<file path="src/rtl/cp0_exception_ctrl.sv">
// rtl/cp0_exception_ctrl.sv - CP0 SR/Cause/EPC with interrupt/exception entry and eret
module cp0_exception_ctrl #(
    parameter logic [31:0] HANDLER_PC = 32'h0000_4180,
    parameter logic [31:0] PRID       = 32'h5041_5437
) (
    input  logic        clk,
    input  logic        reset,
    input  logic [5:0]  hw_int,
    input  logic [31:0] pc_in,
    input  logic        bd_in,
    input  logic [4:0]  exc_code_in,
    input  logic        eret_in,
    input  logic        we,
    input  logic [4:0]  addr,
    input  logic [31:0] wdata,
    output logic [31:0] rdata,
    output logic        req,
    output logic [31:0] handler_pc,
    output logic [31:0] epc_out
);
    logic [5:0]  im_q, im_d;
    logic        exl_q, exl_d;
    logic        ie_q, ie_d;
    logic        bd_q, bd_d;
    logic [5:0]  ip_q, ip_d;
    logic [4:0]  exc_code_q, exc_code_d;
    logic [31:0] epc_q, epc_d;

    logic        int_req, exc_req, take;
    logic [31:0] epc_target, sr_val, cause_val;

    // Interrupts look at the raw lines so entry has no sampling latency.
    assign int_req    = ie_q & ~exl_q & (|(hw_int & im_q));
    assign exc_req    = ~exl_q & (exc_code_in != 5'd0);
    assign take       = int_req | exc_req;
    assign epc_target = bd_in ? (pc_in - 32'd4) : pc_in;

    assign sr_val    = {16'd0, im_q, 8'd0, exl_q, ie_q};
    assign cause_val = {bd_q, 15'd0, ip_q, 3'd0, exc_code_q, 2'b00};

    always_comb begin
        im_d       = im_q;
        exl_d      = exl_q;
        ie_d       = ie_q;
        bd_d       = bd_q;
        ip_d       = hw_int;
        exc_code_d = exc_code_q;
        epc_d      = epc_q;
        if (take) begin
            exl_d      = 1'b1;
            bd_d       = bd_in;
            exc_code_d = int_req ? 5'd0 : exc_code_in;
            epc_d      = {epc_target[31:2], 2'b00};
        end else begin
            if (we) begin
                case (addr)
                    5'd12: begin
                        im_d  = wdata[15:10];
                        exl_d = wdata[1];
                        ie_d  = wdata[0];
                    end
                    5'd14:   epc_d = {wdata[31:2], 2'b00};
                    default: ;
                endcase
            end
            if (eret_in) exl_d = 1'b0;
        end
    end

    always_ff @(posedge clk) begin
        if (reset) begin
            im_q       <= 6'd0;
            exl_q      <= 1'b0;
            ie_q       <= 1'b0;
            bd_q       <= 1'b0;
            ip_q       <= 6'd0;
            exc_code_q <= 5'd0;
            epc_q      <= 32'd0;
        end else begin
            im_q       <= im_d;
            exl_q      <= exl_d;
            ie_q       <= ie_d;
            bd_q       <= bd_d;
            ip_q       <= ip_d;
            exc_code_q <= exc_code_d;
            epc_q      <= epc_d;
        end
    end

    // While reset is held the registers read as their cleared values.
    always_comb begin
        rdata = 32'd0;
        case (addr)
            5'd12:   rdata = reset ? 32'd0 : sr_val;
            5'd13:   rdata = reset ? 32'd0 : cause_val;
            5'd14:   rdata = reset ? 32'd0 : epc_q;
            5'd15:   rdata = PRID;
            default: rdata = 32'd0;
        endcase
    end

    assign req        = ~reset & take;
    assign handler_pc = HANDLER_PC;
    assign epc_out    = reset ? 32'd0 : epc_q;
endmodule

</file>
<file path="config.mk">
export PLATFORM = sky130hd
export DESIGN_NAME = cp0_exception_ctrl
export DESIGN_NICKNAME = d
export VERILOG_FILES = /design/src/rtl/cp0_exception_ctrl.sv
export SDC_FILE = /design/constraint.sdc
export NUM_CORES = 1
export LEC_CHECK = 0
export ABC_AREA = 0
export CAP_MARGIN = 10
export CORE_AREA = 2 2 104 106
export CTS_BUF_LIST = sky130_fd_sc_hd__clkbuf_4
export CTS_CLUSTER_DIAMETER = 80
export CTS_CLUSTER_SIZE = 24
export DETAILED_ROUTE_END_ITERATION = 10
export DIE_AREA = 0 0 106 108
export PLACE_DENSITY_LB_ADDON = 0.05
export SETUP_SLACK_MARGIN = 0.5
export SLEW_MARGIN = 10
export SYNTH_ARGS = -nofsm -noshare
export SYNTH_HDL_FRONTEND = slang
export SYNTH_SLANG_ARGS = --single-unit
</file>
<file path="constraint.sdc">
create_clock -name clk -period 2.44 [get_ports clk]
set_clock_uncertainty 0.2 [all_clocks]
set_input_delay 0.488 -clock clk [delete_from_list [all_inputs] [get_ports clk]]
set_output_delay 0.488 -clock clk [all_outputs]
set_load 0.1 [all_outputs]
</file>
# --- Yosys cells after proc, flatten, opt, wreduce, memory -nomap -nowiden ---
# Cells that the tools add are included.
totals:
  word_cells: 43
  latch_bits: 0
  output_inout_bits: 97
  input_bits: 85
  mem_bits_ro: 0
  reg_bits: 50
  n_memories: 0
  mem_bits_rw: 0
classes:
  n_lt_le_gt_ge: 0
  mul: 0
  n_eq_ne: 4
  n_reduce_logical: 9
  shift: 0
  div_mod_pow: 0
  muxes: 13
  addsub: 1
  n_bitwise: 9
ops:
  columns: ["operator", "count"]
  rows:
  - ["two-way mux 32 bit", 6]
  - ["case mux 32 bit (4 select lines)", 1]
  - ["subtractor 32 x 3 -> 32 bit, second input constant", 1]
  - ["== test 5 x 4 -> 1 bit, second input constant", 4]
  - ["two-way mux 16 bit", 1]
  - ["bitwise AND 6 bit", 1]
  - ["nonzero test 3 bit", 2]
  - ["OR reduction 6 bit", 1]
  - ["two-way mux 5 bit", 1]
  - ["nonzero test 5 bit", 1]
  - ["bitwise AND 1 bit", 4]
  - ["two-way mux 1 bit", 4]
  - ["AND reduction 2 bit", 2]
  - ["nonzero test 2 bit", 2]
  - ["inverter 1 bit", 3]
  - ["AND reduction 3 bit", 1]
  - ["bitwise OR 1 bit", 1]

# --- Longest topological paths before layout ---
# Gate-level depths: netlist of the first run.
depth:
  word_depth: 6
  mapped_depth: 7
  mapped_depth_nobuf: 6

# --- Worst setup path after synthesis of the first run ---
# OpenSTA, ideal clock, no wires.
synth_timing:
  path_type: "input to output"
  from: "in reset"
  to: "out rdata[10]"
  path_slack_ns: -1.883
  path_buffers: 1
  cell_stages: 5
  t_required_ns: 1.752
  arrival_time_ns: 3.635
  path_cell_list: "clkbuf_1 -> nor2b_1 -> o21ai_0 -> o21a_1 -> nor2_1"
synth_between:
  elab_chain_cells: 2
  elab_cells_between_ends: 4
  classes_between: "mux: 4"
synth_lines:
  columns: ["element", "line_no", "rtl"]
  rows:
  - ["from (decl)", "7", "input logic reset,"]
  - ["two-way mux 32 bit", null, null]
  - ["named net epc_out[10]", "19", "output logic [31:0] epc_out"]
  - ["case mux 32 bit (4 select lines)", "93", "case (addr)"]
  - ["to (decl)", "16", "output logic [31:0] rdata,"]
# The timed path passes the listed nets, and every way through them passes these cells.

# --- Final worst setup path of the first run ---
layout_timing:
  from: "in hw_int[0]"
  to: "out req"
layout_between:
  elab_chain_cells: 5
layout_lines:
  columns: ["element", "line_no", "rtl"]
  rows:
  - ["from (decl)", "8", "input logic [5:0] hw_int,"]
  - ["bitwise AND 6 bit", "33", "assign int_req = ie_q & ~exl_q & (|(hw_int & im_q));"]
  - ["OR reduction 6 bit", "33", null]
  - ["bitwise AND 1 bit", "33", null]
  - ["bitwise OR 1 bit", "35", "assign take = int_req | exc_req;"]
  - ["bitwise AND 1 bit", "102", "assign req = ~reset & take;"]
  - ["to (decl)", "17", "output logic req,"]
# Every way passes these cells.

==> run summary, run 1 <==
status = finished with violations
violated checks = setup timing
CTS sink count = 50
library cells used by synthesis = 52
Pwr Density = 353.0 nW/um^2
commonest cells after routing, fill and taps aside = buf_4, buf_12, dfxtp_1
Layout Utilization = 88.20%
Critical path buffers and inverters = 2
initial DRC count = 336
Tot Pwr = 0.003186 W
Area growth syn-to-layout = 128.4%
Top FF cell, synth = dfxtp_1
clk slew on worst S/H paths = 190 ps
Final Hold Fails = 0
H-tree depth = 2
setup ws final = -32.95 ps
Rows = 37
Post-synth ARST share = 0%
I/O pins = 182
largest area contributor in the netlist = dfxtp_1
worst skew pair latency = 390 ps
Vias = 5446
slowest stage cell, crit path = o311a_4
Routed WL = 20160 um
HP Class = in -> reg
crit end category = primary output
Nets = 853
crit path cell chain = dlygate4sd2_1, a22o_1, o311a_4, nor2_4, nor2_4, buf_12
DP HPWL = 11070 um
final critical path time including I/O delays and setup = 2473 ps
delay-heaviest family, CP = compound AO/OA/AOI/OAI gates
maximum VDD drop = 0.3755 mV
fraction of layout cells with a size suffix above 1 = 57.03%
WS Path Type = in -> out
gr usage total = 30.39%
Final Non-Filler Cells = 905
DRC = 0
first-pass GRT wire length = 27720 um
Peak Freq = 404.4 MHz
Synth area leaders = dfxtp_1, buf_4, nor2b_1, a21boi_0, nor4_1
CTS tree = done
starting density of the core = 38.61%
Seq cells post-synth = 50
Crit Path Max Fanout = 2
nature of the critical path startpoint = input port
max_cap viols = 0
Max clock buf depth = 2
final setup fails = 1
sequential fraction of the synthesis area = 25.34%
finished layout cell area = 9024 um^2
final RePlAce weighted congestion = 0.8849
post-synthesis cell area = 3950 um^2
initial antenna violation count = 1
via/cell ratio = 6.018
Die Height = 108 um
most common cell after layout, fill and taps aside = buf_4
Die Span X = 106 um
Core Region = 10230 um^2
vias in the first global route = 5221
crit-path max cell delay = 400 ps
Data required, critical path = 1750 ps
Antenna Nets Post-Route = 0
Post-Syn Area per Cell = 7.822 um^2
Congestion Overflow GR = 0
port bufs = 145
cts hold-fix bufs = 0
dpl cells = 827
number of flops mapped to enable cells by yosys = 0
Cells after Synth = 505
Slew Limit Fails = 0
Synth Warn # = 0
die area = 11450 um^2
Pre-antenna DRT Iters = 6
Synth top area share = 25.34%
Tcrit/Tclk final = 101.4%
CP most frequent cell = nor2_4
clock buffer count from CTS = 5
RSZ-0062 raised after global routing = true
largest net degree at the start of global routing = 60
DP Area = 7366 um^2
arrival time at the worst endpoint = 1780 ps
CTS root buf = clkbuf_4
leakage power = 3.549 nW
Routed WL per cell = 22.27 um
[sequential cells by signal, indices dropped and copies added (netlist names)]
name	flops
ip_q	6
exc_code_q	5
ie_q	1
bd_q	1
im_q	6
epc_q	30
exl_q	1
[cells in the mapped netlist (3+ instances only)]
cell,instances
dfxtp_1,50
clkbuf_1,42
nor2b_1,36
buf_4,34
nor4_1,32
a21boi_0,28
and3_1,28
nor2_1,23
a311oi_1,19
and2_1,14
nand2b_1,14
o31ai_1,13
a211oi_1,12
nand2_1,10
o21ai_0,10
or3_1,10
or4_1,10
a21oi_1,9
nand3_1,9
nor3_1,9
mux2i_1,7
nand4_1,7
o21a_1,7
xor2_1,7
a22oi_1,6
inv_1,6
or3b_2,6
a22o_1,5
a222oi_1,3
nand3b_1,3
nand4b_1,3
or2_2,3
xnor2_1,3
[through the flow]
stage	hold WS, ps	TNS, ps	setup slack [ps]
2_1_floorplan	260.6	-5130	-209.1
3_3_place_gp	282.0	-15410	-453.4
3_5_place_dp	292.3	-17940	-549.7
4_1_cts	181.1	-24.50	-24.50
5_1_grt	173.8	-73.27	-73.27
6_report	198.7	-32.95	-32.95
[cell type report]
class,instances,area [um^2]
inverters,6,22.52
clock inverters,3,47.55
repair buffers,300,3807
fillers,437,1207
well taps,136,170.2
clock buffers,5,37.54
multi-input cells,404,3928
diodes,1,2.502
flip-flops and latches,50,1008
[repair_timing]
action                                  in CTS  in global routing
endpoints found under the hold margin        0                  0
cloned                                      10                  4
buffers inserted                            40                 15
resized for setup                          207                 69
pin swaps                                   52                 55
endpoints found under the setup margin     102                 93
[path summary, 6_finish.rpt]
check	start	to	slack [ps]	cells after the start
setup reg to reg	im_q[2]	exc_code_q[1]	170	7
hold / removal	reset	epc_q[10]	200	3
setup / recovery	hw_int[0]	req	-30	6
hold reg to reg	im_q[3]	im_q[3]	300	2
[logic make-up after synthesis]
| kind of cell | Yosys count | share of synthesized area [%] |
|---|---|---|
| other | 2 | 0.1901 |
| AND/OR/NAND/NOR | 230 | 35.60 |
| XOR/XNOR | 10 | 2.217 |
| adder cells (fa/ha/maj) | 1 | 0.3167 |
| AO/OA/AOI/OAI | 119 | 22.71 |
| buffers and inverters | 86 | 11.85 |
| flip-flops | 50 | 25.34 |
| multiplexers | 7 | 1.774 |
[routing by layer]
| metal | vias up | track usage (%) | part of all wire [%] |
|---|---|---|---|
| met5 | - | 0 | 0 |
| met4 | 0 | 7.707 | 3.3 |
| met3 | 67 | 4.159 | 7.8 |
| met2 | 347 | 54.47 | 50 |
| met1 | 2673 | 38.58 | 39 |
| li1 | 2359 | - | - |
[power by group]
part	internal [W]	total [W]	leakage, nW	switching, W
combinational	0.000704	0.00170	3.09	0.000998
sequential	0.000880	0.000932	0.417	0.0000523
clock	0.000224	0.000551	0.0462	0.000328
[worst min-delay path, delay by kind of cell]
| kind | cells | cell delay [ps] |
|---|---|---|
| buffers and inverters | 2 | 250 |
| AOI/OAI and AO/OA | 1 | 40 |
Power figures use the tool's default switching activity.
==> inputs of run 2 (changes only) <==
SLEW_MARGIN = 20   (was 10)
==> results of run 2 <==
Same layout as run 1: the final DEF is identical, and so are final timing and power.
